File: config.mk
export PLATFORM = sky130hd
export DESIGN_NAME = dmem_arbiter
export DESIGN_NICKNAME = d
export VERILOG_FILES = /design/src/rtl/dmem_arbiter.sv
export SDC_FILE = /design/constraint.sdc
export NUM_CORES = 1
export LEC_CHECK = 0
export BUFFER_PORTS_ARGS = -buffer_cell sky130_fd_sc_hd__buf_2
export CORE_MARGIN = 4
export CORE_UTILIZATION = 25
export CTS_CLUSTER_DIAMETER = 80
export DETAILED_ROUTE_END_ITERATION = 10
export PLACE_DENSITY_LB_ADDON = 0.2
export SLEW_MARGIN = 25
export SYNTH_ARGS = -nofsm -noshare
export SYNTH_HDL_FRONTEND = slang
export SYNTH_SLANG_ARGS = --single-unit
export TNS_END_PERCENT = 100
File: constraint.sdc
create_clock -name clk -period 1.81 [get_ports clk]
set_input_delay 0.181 -clock clk [delete_from_list [all_inputs] [get_ports clk]]
set_output_delay 0.181 -clock clk [all_outputs]
set_load 0.1 [all_outputs]
File: src/rtl/dmem_arbiter.sv
// Two-requester arbiter serialising single-word accesses to one data memory (IDLE -> ACCESS -> IDLE).
// Fixed priority with a starvation guard by default; define DMEM_ARB_RR_EN for round-robin ties.
module dmem_arbiter #(
  parameter int ADDR_W   = 32,
  parameter int DATA_W   = 32,
  parameter int MAX_WAIT = 4
) (
  input  logic              clk,
  input  logic              reset,
  input  logic              m0_req,
  input  logic              m0_we,
  input  logic [ADDR_W-1:0] m0_addr,
  input  logic [DATA_W-1:0] m0_wdata,
  output logic              m0_gnt,
  output logic              m0_rvalid,
  output logic [DATA_W-1:0] m0_rdata,
  input  logic              m1_req,
  input  logic              m1_we,
  input  logic [ADDR_W-1:0] m1_addr,
  input  logic [DATA_W-1:0] m1_wdata,
  output logic              m1_gnt,
  output logic              m1_rvalid,
  output logic [DATA_W-1:0] m1_rdata,
  output logic              MemRead,
  output logic              MemWrite,
  output logic [ADDR_W-1:0] address,
  output logic [DATA_W-1:0] write_data,
  input  logic [DATA_W-1:0] read_data
);

  localparam logic [0:0] IDLE   = 1'b0;
  localparam logic [0:0] ACCESS = 1'b1;

  logic [0:0]        state_q, state_d;
  logic              sel_q, sel_d;
  logic              mem_read_q, mem_read_d;
  logic              mem_write_q, mem_write_d;
  logic [ADDR_W-1:0] address_q, address_d;
  logic [DATA_W-1:0] write_data_q, write_data_d;
  logic              m0_gnt_q, m0_gnt_d;
  logic              m1_gnt_q, m1_gnt_d;
  logic              m0_rvalid_q, m0_rvalid_d;
  logic              m1_rvalid_q, m1_rvalid_d;
  logic [DATA_W-1:0] m0_rdata_q, m0_rdata_d;
  logic [DATA_W-1:0] m1_rdata_q, m1_rdata_d;
  logic              tie;
  logic              win1;

`ifdef DMEM_ARB_RR_EN
  logic              last_winner_q, last_winner_d;
`else
  localparam int WAIT_W = ($clog2(MAX_WAIT + 1) > 0) ? $clog2(MAX_WAIT + 1) : 1;
  localparam logic [WAIT_W-1:0] WAIT_MAX = WAIT_W'(MAX_WAIT);
  logic [WAIT_W-1:0] wait_cnt_q, wait_cnt_d;
`endif

  always_comb begin
    state_d      = state_q;
    sel_d        = sel_q;
    mem_read_d   = 1'b0;
    mem_write_d  = 1'b0;
    address_d    = address_q;
    write_data_d = write_data_q;
    m0_gnt_d     = 1'b0;
    m1_gnt_d     = 1'b0;
    m0_rvalid_d  = 1'b0;
    m1_rvalid_d  = 1'b0;
    m0_rdata_d   = m0_rdata_q;
    m1_rdata_d   = m1_rdata_q;
    tie          = m0_req & m1_req;
`ifdef DMEM_ARB_RR_EN
    last_winner_d = last_winner_q;
    win1          = tie ? ~last_winner_q : m1_req;
`else
    wait_cnt_d    = wait_cnt_q;
    win1          = tie ? (wait_cnt_q == WAIT_MAX) : m1_req;
`endif

    case (state_q)
      IDLE: begin
        if (m0_req | m1_req) begin
          state_d = ACCESS;
          sel_d   = win1;
          // Only the winner's fields reach the memory, so junk on the loser cannot leak.
          if (win1) begin
            m1_gnt_d     = 1'b1;
            mem_read_d   = ~m1_we;
            mem_write_d  = m1_we;
            address_d    = m1_addr;
            write_data_d = m1_wdata;
          end else begin
            m0_gnt_d     = 1'b1;
            mem_read_d   = ~m0_we;
            mem_write_d  = m0_we;
            address_d    = m0_addr;
            write_data_d = m0_wdata;
          end
`ifdef DMEM_ARB_RR_EN
          last_winner_d = win1;
`else
          if (win1) begin
            wait_cnt_d = '0;
          end else if (tie && (wait_cnt_q != WAIT_MAX)) begin
            wait_cnt_d = wait_cnt_q + 1'b1;
          end
`endif
        end
      end
      default: begin
        state_d = IDLE;
        if (mem_read_q) begin
          if (sel_q) begin
            m1_rdata_d  = read_data;
            m1_rvalid_d = 1'b1;
          end else begin
            m0_rdata_d  = read_data;
            m0_rvalid_d = 1'b1;
          end
        end
      end
    endcase
  end

  always_ff @(posedge clk) begin
    if (reset) begin
      state_q      <= IDLE;
      sel_q        <= 1'b0;
      mem_read_q   <= 1'b0;
      mem_write_q  <= 1'b0;
      address_q    <= '0;
      write_data_q <= '0;
      m0_gnt_q     <= 1'b0;
      m1_gnt_q     <= 1'b0;
      m0_rvalid_q  <= 1'b0;
      m1_rvalid_q  <= 1'b0;
      m0_rdata_q   <= '0;
      m1_rdata_q   <= '0;
`ifdef DMEM_ARB_RR_EN
      last_winner_q <= 1'b1;
`else
      wait_cnt_q    <= '0;
`endif
    end else begin
      state_q      <= state_d;
      sel_q        <= sel_d;
      mem_read_q   <= mem_read_d;
      mem_write_q  <= mem_write_d;
      address_q    <= address_d;
      write_data_q <= write_data_d;
      m0_gnt_q     <= m0_gnt_d;
      m1_gnt_q     <= m1_gnt_d;
      m0_rvalid_q  <= m0_rvalid_d;
      m1_rvalid_q  <= m1_rvalid_d;
      m0_rdata_q   <= m0_rdata_d;
      m1_rdata_q   <= m1_rdata_d;
`ifdef DMEM_ARB_RR_EN
      last_winner_q <= last_winner_d;
`else
      wait_cnt_q    <= wait_cnt_d;
`endif
    end
  end

  assign m0_gnt     = m0_gnt_q;
  assign m1_gnt     = m1_gnt_q;
  assign m0_rvalid  = m0_rvalid_q;
  assign m1_rvalid  = m1_rvalid_q;
  assign m0_rdata   = m0_rdata_q;
  assign m1_rdata   = m1_rdata_q;
  assign MemRead    = mem_read_q;
  assign MemWrite   = mem_write_q;
  assign address    = address_q;
  assign write_data = write_data_q;

endmodule

==> results of run 1 <==
## registers in the layout, summed over array words and instances, names as in the netlist
register / count
address: 32
sel_q: 1
MemRead: 1
state_q: 1
MemWrite: 1
m1_rvalid: 1
m0_gnt: 1
write_data: 32
m0_rvalid: 1
wait_cnt_q: 3
m1_gnt: 1
m1_rdata: 32
m0_rdata: 32
## cell families (layout without fill, tap and decap cells)
kind of cell,Yosys count,in the layout,synth area share [%]
adder cells (fa/ha/maj),2,2,0.477
AO/OA/AOI/OAI,139,139,19.7
flip-flops,139,139,53.1
AND/OR/NAND/NOR,217,217,21.3
buffers and inverters,55,495,5.44
other,0,1,0
## worst max path at each step
stage | endpoint | depth (start not counted) | startpoint | slack [ns]
floorplan | m1_rdata[10] | 4 | MemRead | 0.01
global placement | address[4] | 6 | wait_cnt_q[0] | 0.20
detailed placement | address[11] | 6 | wait_cnt_q[0] | 0.19
CTS | address[23] | 6 | wait_cnt_q[0] | 0.18
global route | address[2] | 6 | wait_cnt_q[0] | 0.05
finish | address[5] | 6 | wait_cnt_q[0] | 0.15
## per-stage QoR
stage / cell area, sq um / setup slack (ns) / utilization, % / hold WS, ns / std cells
finish: 9030 / 0.153 / 44.2 / 0.0244 / 1263
global route: 9030 / 0.0505 / 44.2 / 0.00828 / 1263
CTS: 9030 / 0.178 / 44.2 / 0.00166 / 1262
detailed placement: 6980 / 0.186 / 34.1 / 0.406 / 1082
global placement: 6980 / 0.201 / 34.1 / 0.405 / 1082
floorplan: 5240 / 0.0143 / - / 0.316 / 552
## power groups by stage
stage                     Combinational, mW  Clock (mW)  Sequential, mW
after global placement                 1.76           0            3.34
final                                  2.02        3.40            3.28
after CTS                              2.01        3.52            3.27
after floorplan                       0.346           0            4.31
after global routing                   2.10        3.64            3.29
after detailed placement               1.76           0            3.34
## area by class of cell
cell class / count / area, sq um / share of cell area, %
repair buffers: 460 / 3140 / 34.8
flip-flops and latches: 139 / 2780 / 30.8
multi-input cells: 358 / 2180 / 24.2
clock buffers: 18 / 439 / 4.86
well taps: 270 / 338 / 3.74
clock inverters: 14 / 135 / 1.50
inverters: 3 / 11.3 / 0.125
diodes: 1 / 2.50 / 0.0277
## worst max-delay path, stage by stage, from the launching register on
cell,delay [ns]
dfxtp_1,0.35
inv_1,0.06
ha_1,0.24
a21boi_2,0.25
nor3_4,0.08
buf_12,0.19
a221o_1,0.33
## per-layer routing
layer	vias up	wire length [um]
li1	2827	-
met1	2660	8330
met2	259	9650
met3	37	1630
met4	2	475
met5	-	13
## placed cells by master (no fill, tap or decap), types with 2 or more instances in the layout
master | synthesis | layout
a21oi_1 | 70 | 70
a221o_1 | 64 | 64
buf_12 | 0 | 5
buf_2 | 21 | 298
buf_4 | 2 | 9
clkbuf_16 | 0 | 17
clkinv_2 | 0 | 3
clkinv_4 | 0 | 4
dfxtp_1 | 139 | 139
dlygate4sd3_1 | 0 | 148
ha_1 | 2 | 2
inv_1 | 3 | 3
inv_6 | 0 | 5
nand2_1 | 131 | 131
nand3_1 | 6 | 6
nand3b_1 | 3 | 3
nor2_1 | 4 | 4
nor3b_1 | 65 | 65
o21ai_0 | 2 | 2
## what timing repair did
item | CTS | global route
hold endpoints to repair | 94 | 0
hold buffers | 148 | 0
setup buffers | 0 | 0
==> summary.txt, run 1 <==
Status
  • Status: finished clean

Clock tree
  • Gates resized, CTS repair: 0
  • CTS root buf: clkbuf_16
  • H-tree Lvls: 4
  • CTS tree: built
  • Clock Tree Buf Depth: 2
  • Clock latency on the worst-skew pair: between 0.4 and 0.5 ns
  • CTS sink cnt: between 100 and 150
  • Clock transition at path regs: 0.06 ns
  • Total CTS buffers: 17

Critical path
  • CP Data Required Time: between 2 and 2.5 ns
  • Crit. End Element: flip-flop
  • Critical path class: reg2reg
  • Reg2Reg Depth: 6
  • Setup crit start kind: flip-flop
  • R2r setup slk: around 0.15 ns
  • Worst r2r src: wait_cnt_q[0]
  • CP max FO: 56
  • Worst r2r dst: address[5]
  • Crit path DAT: ~2 ns

GRT
  • First-pass GRT wire length: approximately 32000 um
  • GRT Max-Usage Layer: met2
  • Gr ovfl total: 0
  • Initial antenna violation count: 2
  • Largest net degree at the start of global routing: just over 60
  • Vias in the first global route: a little over 6000
  • Met1 global-route usage: 19.5%
  • Met2 Use GR: 28.3%
  • Met3 Use GR: 5.96%
  • Gr usage total: 16.8%

Logic synthesis
  • Most frequent cell after synthesis: dfxtp_1
  • Post-synth top flop: dfxtp_1
  • Yosys warns: 0
  • Async S/R FF share, synth: 0%
  • Post-Syn Instances: 552
  • Mapped Area: 5240 sq um
  • Synth area leaders: dfxtp_1, a221o_1, nand2_1
  • Post-synth EDFFs: 0
  • Number of synthesized register bits: 139
  • Dominant cell type by area after synthesis: dfxtp_1
  • Seq/Total Area, Yosys: ~53%
  • Syn avg cell area: between 9 and 10 sq um
  • Post-synth top cells: dfxtp_1, nand2_1, a21oi_1, nor3b_1, a221o_1
  • Syn_nets: 720
  • Top-area cell type share of the netlist area: a little over half
  • Post-synthesis cell type count: 27

Detailed routing
  • DR vias: 5785
  • DR WL/cell: roughly 16 um
  • Total wire length: 20100 um
  • Vias per inst: ~4.6
  • DRT Pass-1 Iters: 4
  • DRC violations left: 0
  • Routed Antenna Nets: 0
  • Iter 0 DRT Violations: 211

Final layout
  • Layout Area Growth over Synthesis: 72.4%
  • Fillers: 1957
  • Layout cells sized above 1: between 30% and 40%
  • Nets: 1147

Floorplanning
  • Core box area: approximately 20000 sq um
  • Rows: 52
  • Height of the die: ~150 um
  • Die ar.: ~23000 sq um
  • Die X: 153 um
  • I/O Pins: 300
  • Initial Util: around 26%

Power and ir drop
  • Power Density: 963 nW/um^2
  • Internal Power: about 5.8 mW
  • Clock power frac: between 30% and 40%
  • Sw frac: about a third
  • Switching power: approximately 2.9 mW
  • Peak VDD IR: between 500 and 600 uV
  • Sequential Power Share: a little under two fifths
  • Comb pwr share: 23.2%
  • Total power: 8.70 mW
  • Leakage: between 3 and 4 nW

Min path
  • Worst Hold End: m0_rdata[7]
  • Worst Hold Class: in2reg
  • Hold_sp: read_data[7]
  • Hold Path Stages: 3

Placement
  • Placer Congestion: 0.803
  • I/O Buffers: between 200 and 300
  • Final HPWL DP: about 13000 um

STA
  • Period utilisation layout: about nine tenths
  • Pins Over Slew Limit: 0
  • FMAX: 604 MHz
  • Final setup viols: 0
  • Worst Max-Slew Pin Slew: ~0.69 ns
  • Final min period: between 1.5 and 2 ns
  • Clock Skew: ~0.0084 ns
  • RSZ-0062 raised after global routing: false
  • Worst slew margin: a little over half
  • Final TNS setup: 0 ns
  • Hold Vio Cnt, Final: 0

Run
  • MaxCap Viol Count: 0
Note: power is estimated with default switching activity, not from simulation.
==> inputs of run 2 (changes only) <==
- RECOVER_POWER: unset -> 50
- SKIP_CTS_REPAIR_TIMING: unset -> 1
==> summary.txt, run 2 (synthesis gave the netlist of run 1 again) <==
Critical path
  • R2r setup slk: 0.15 ns (about the same)
  • Worst path bufs/invs: 2 (unchanged)
  • Critical path class: reg2reg (unchanged)
  • CP delay by family, top: compound AO/OA/AOI/OAI gates (unchanged)
  • Setup crit start kind: flip-flop (unchanged)
  • Critical path origin: wait_cnt_q[0] (unchanged)
  • Crit path DAT: 1.95 ns (about the same)
  • Worst setup path endpoint: write_data[10] (was address[5])
  • CP Data Required Time: 2.10 ns (was 2.11 ns)
  • Worst r2r src: wait_cnt_q[0] (unchanged)
  • Worst r2r dst: write_data[10] (was address[5])
  • Slowest stage delay, CP: 0.35 ns (about the same)
  • Crit path depth: 6 (unchanged)
  • Critical path cell sequence: inv_1, ha_1, a21boi_2, nor3_4, buf_12, a221o_1 (unchanged)
  • Crit. End Element: flip-flop (unchanged)
  • CP max FO: 56 (unchanged)
  • CP max-delay cell: dfxtp_1 (unchanged)
  • Reg2Reg Depth: 6 (unchanged)

Final layout
  • Multi-input combinational cell area: 2180 sq um (about the same)
  • Fin area: 8770 sq um (was 9030 sq um)
  • Layout cells sized above 1: 36.1% (was 35.3%)
  • Register area: 2780 sq um (unchanged)
  • Nets: 1122 (was 1147)
  • Leading cell type in the layout, fill and taps excluded: buf_2 (unchanged)
  • Layout Area Growth over Synthesis: 67.4% (was 72.4%)
  • Highest-count cells in the layout ignoring fill and taps: buf_2, dfxtp_1, nand2_1, dlygate4sd3_1, a21oi_1 (was buf_2, dlygate4sd3_1, dfxtp_1, nand2_1, a21oi_1)
  • Antenna cell count: 0 (was 1)
  • Fillers: 1983 (was 1957)

Clock tree
  • Clock Tree Buf Depth: 2 (unchanged)
  • Clock transition at path regs: 0.06 ns (about the same)
  • Total CTS buffers: 17 (unchanged)
  • CTS tree: built (unchanged)
  • H-tree Lvls: 4 (unchanged)
  • CTS sink cnt: 139 (unchanged)
  • CTS root buf: clkbuf_16 (unchanged)
  • Clock latency on the worst-skew pair: 0.41 ns (was 0.42 ns)

STA
  • Fin Hold WS: 0.000947 ns (was 0.0244 ns)
  • Final setup viols: 0 (unchanged)
  • Worst Max-Slew Pin Slew: 0.782 ns (was 0.695 ns)
  • Final TNS setup: 0 ns (unchanged)
  • Final min period: 1.66 ns (about the same)
  • Hold Vio Cnt, Final: 0 (unchanged)
  • Clock Skew: 0.00797 ns (was 0.00837 ns)
  • Worst slew margin: 47.9% (was 53.7%)
  • Period utilisation layout: 91.7% (was 91.5%)
  • Pins Over Slew Limit: 0 (unchanged)
  • RSZ-0062 raised after global routing: false (unchanged)
  • FMAX: 602 MHz (was 604 MHz)

Floorplanning
  • I/O Pins: 300 (unchanged)
  • Core box area: 20400 sq um (unchanged)
  • Die ar.: 23300 sq um (unchanged)
  • Height of the die: 153 um (unchanged)
  • Die X: 153 um (unchanged)
  • Initial Util: 25.6% (unchanged)
  • Rows: 52 (unchanged)

Placement
  • Placed inst area: 6980 sq um (unchanged)
  • Final HPWL DP: 12600 um (unchanged)
  • Placer Congestion: 0.803 (unchanged)
  • I/O Buffers: 299 (unchanged)

Detailed routing
  • Routed Antenna Nets: 0 (unchanged)
  • Iter 0 DRT Violations: 218 (was 211)
  • DRT Pass-1 Iters: 4 (unchanged)
  • DRC violations left: 0 (unchanged)
  • DR vias: 5663 (was 5785)
  • DR WL/cell: 15.9 um (about the same)
  • Total wire length: 19600 um (was 20100 um)
  • Vias per inst: 4.58 (about the same)

GRT
  • Initial antenna violation count: 0 (was 2)
  • Vias in the first global route: 5072 (was 6057)
  • First-pass GRT wire length: 27700 um (was 31900 um)
  • Largest net degree at the start of global routing: 62 (unchanged)
  • Gr usage total: 14.7% (was 16.8%)
  • Gr ovfl total: 0 (unchanged)

Run
  • MaxCap Viol Count: 0 (unchanged)

Power and ir drop
  • Leakage: 3.85 nW (was 4.00 nW)
  • Peak VDD IR: 546 uV (was 550 uV)
  • Total power: 8.64 mW (was 8.70 mW)
  • Power Density: 985 nW/um^2 (was 963 nW/um^2)

Status
  • Status: finished clean (unchanged)

Min path
  • Hold_sp: m1_wdata[11] (was read_data[7])
  • Worst Hold Class: in2reg (unchanged)
-- run 2: cell types whose count changed in the layout (fill, tap and decap cells not counted) --
| cell | previous run | this run |
|---|---|---|
| buf_2 | 298 | 236 |
| buf_4 | 9 | 7 |
| clkbuf_2 | 0 | 64 |
| diode_2 | 1 | 0 |
| dlygate4sd3_1 | 148 | 123 |
| or2_0 | 0 | 1 |
| or2_4 | 1 | 0 |
-- run 2: report_power, final --
| group | leakage (nW) | switching (mW) | total (mW) | internal [mW] |
|---|---|---|---|---|
| Sequential | 1.13 | 0.0739 | 3.28 | 3.20 |
| Combinational | 2.42 | 1.40 | 1.96 | 0.569 |
| Clock | 0.288 | 1.44 | 3.40 | 1.96 |
| Total | 3.85 | 2.91 | 8.64 | 5.73 |
-- run 2: how the worst min path moves through the flow --
stage / endpoint / cells after the start
floorplan: state_q / 2
global placement: address[25] / 2
detailed placement: write_data[9] / 2
CTS: write_data[9] / 2
global route: m0_rdata[22] / 3
finish: write_data[11] / 2
-- run 2: stage by stage --
step / instances / util [%] / setup WS [ns]
6_report: 1237 / 42.9 / 0.150
5_1_grt: 1237 / 42.9 / 0.0460
4_1_cts: 1114 / 37.0 / 0.178
3_5_place_dp: 1082 / 34.1 / 0.186
3_3_place_gp: 1082 / 34.1 / 0.201
2_1_floorplan: 552 / - / 0.0143
-- run 2: metal layers --
metal | vias to the layer above | share of wire [%] | track usage, %
li1 | 2776 | - | -
met1 | 2623 | 42 | 17.5
met2 | 241 | 49 | 24.3
met3 | 23 | 8.0 | 6.08
met4 | 0 | 1.7 | 4.88
met5 | - | 0 | 0
-- run 2: layout make-up --
cell class              instances  area share, %
clock inverters                14           1.54
inverters                       3          0.128
well taps                     270           3.85
repair buffers                435           32.9
clock buffers                  18           5.01
flip-flops and latches        139           31.7
multi-input cells             358           24.9
-- run 2: worst reg2reg max path: cells and delay by family (launching register included) --
kind                     cells  cell delay, ns
flip-flops                   1            0.35
AO/OA/AOI/OAI                2            0.63
AND/OR/NAND/NOR              1            0.08
buffers and inverters        2            0.24
adder cells (fa/ha/maj)      1            0.24
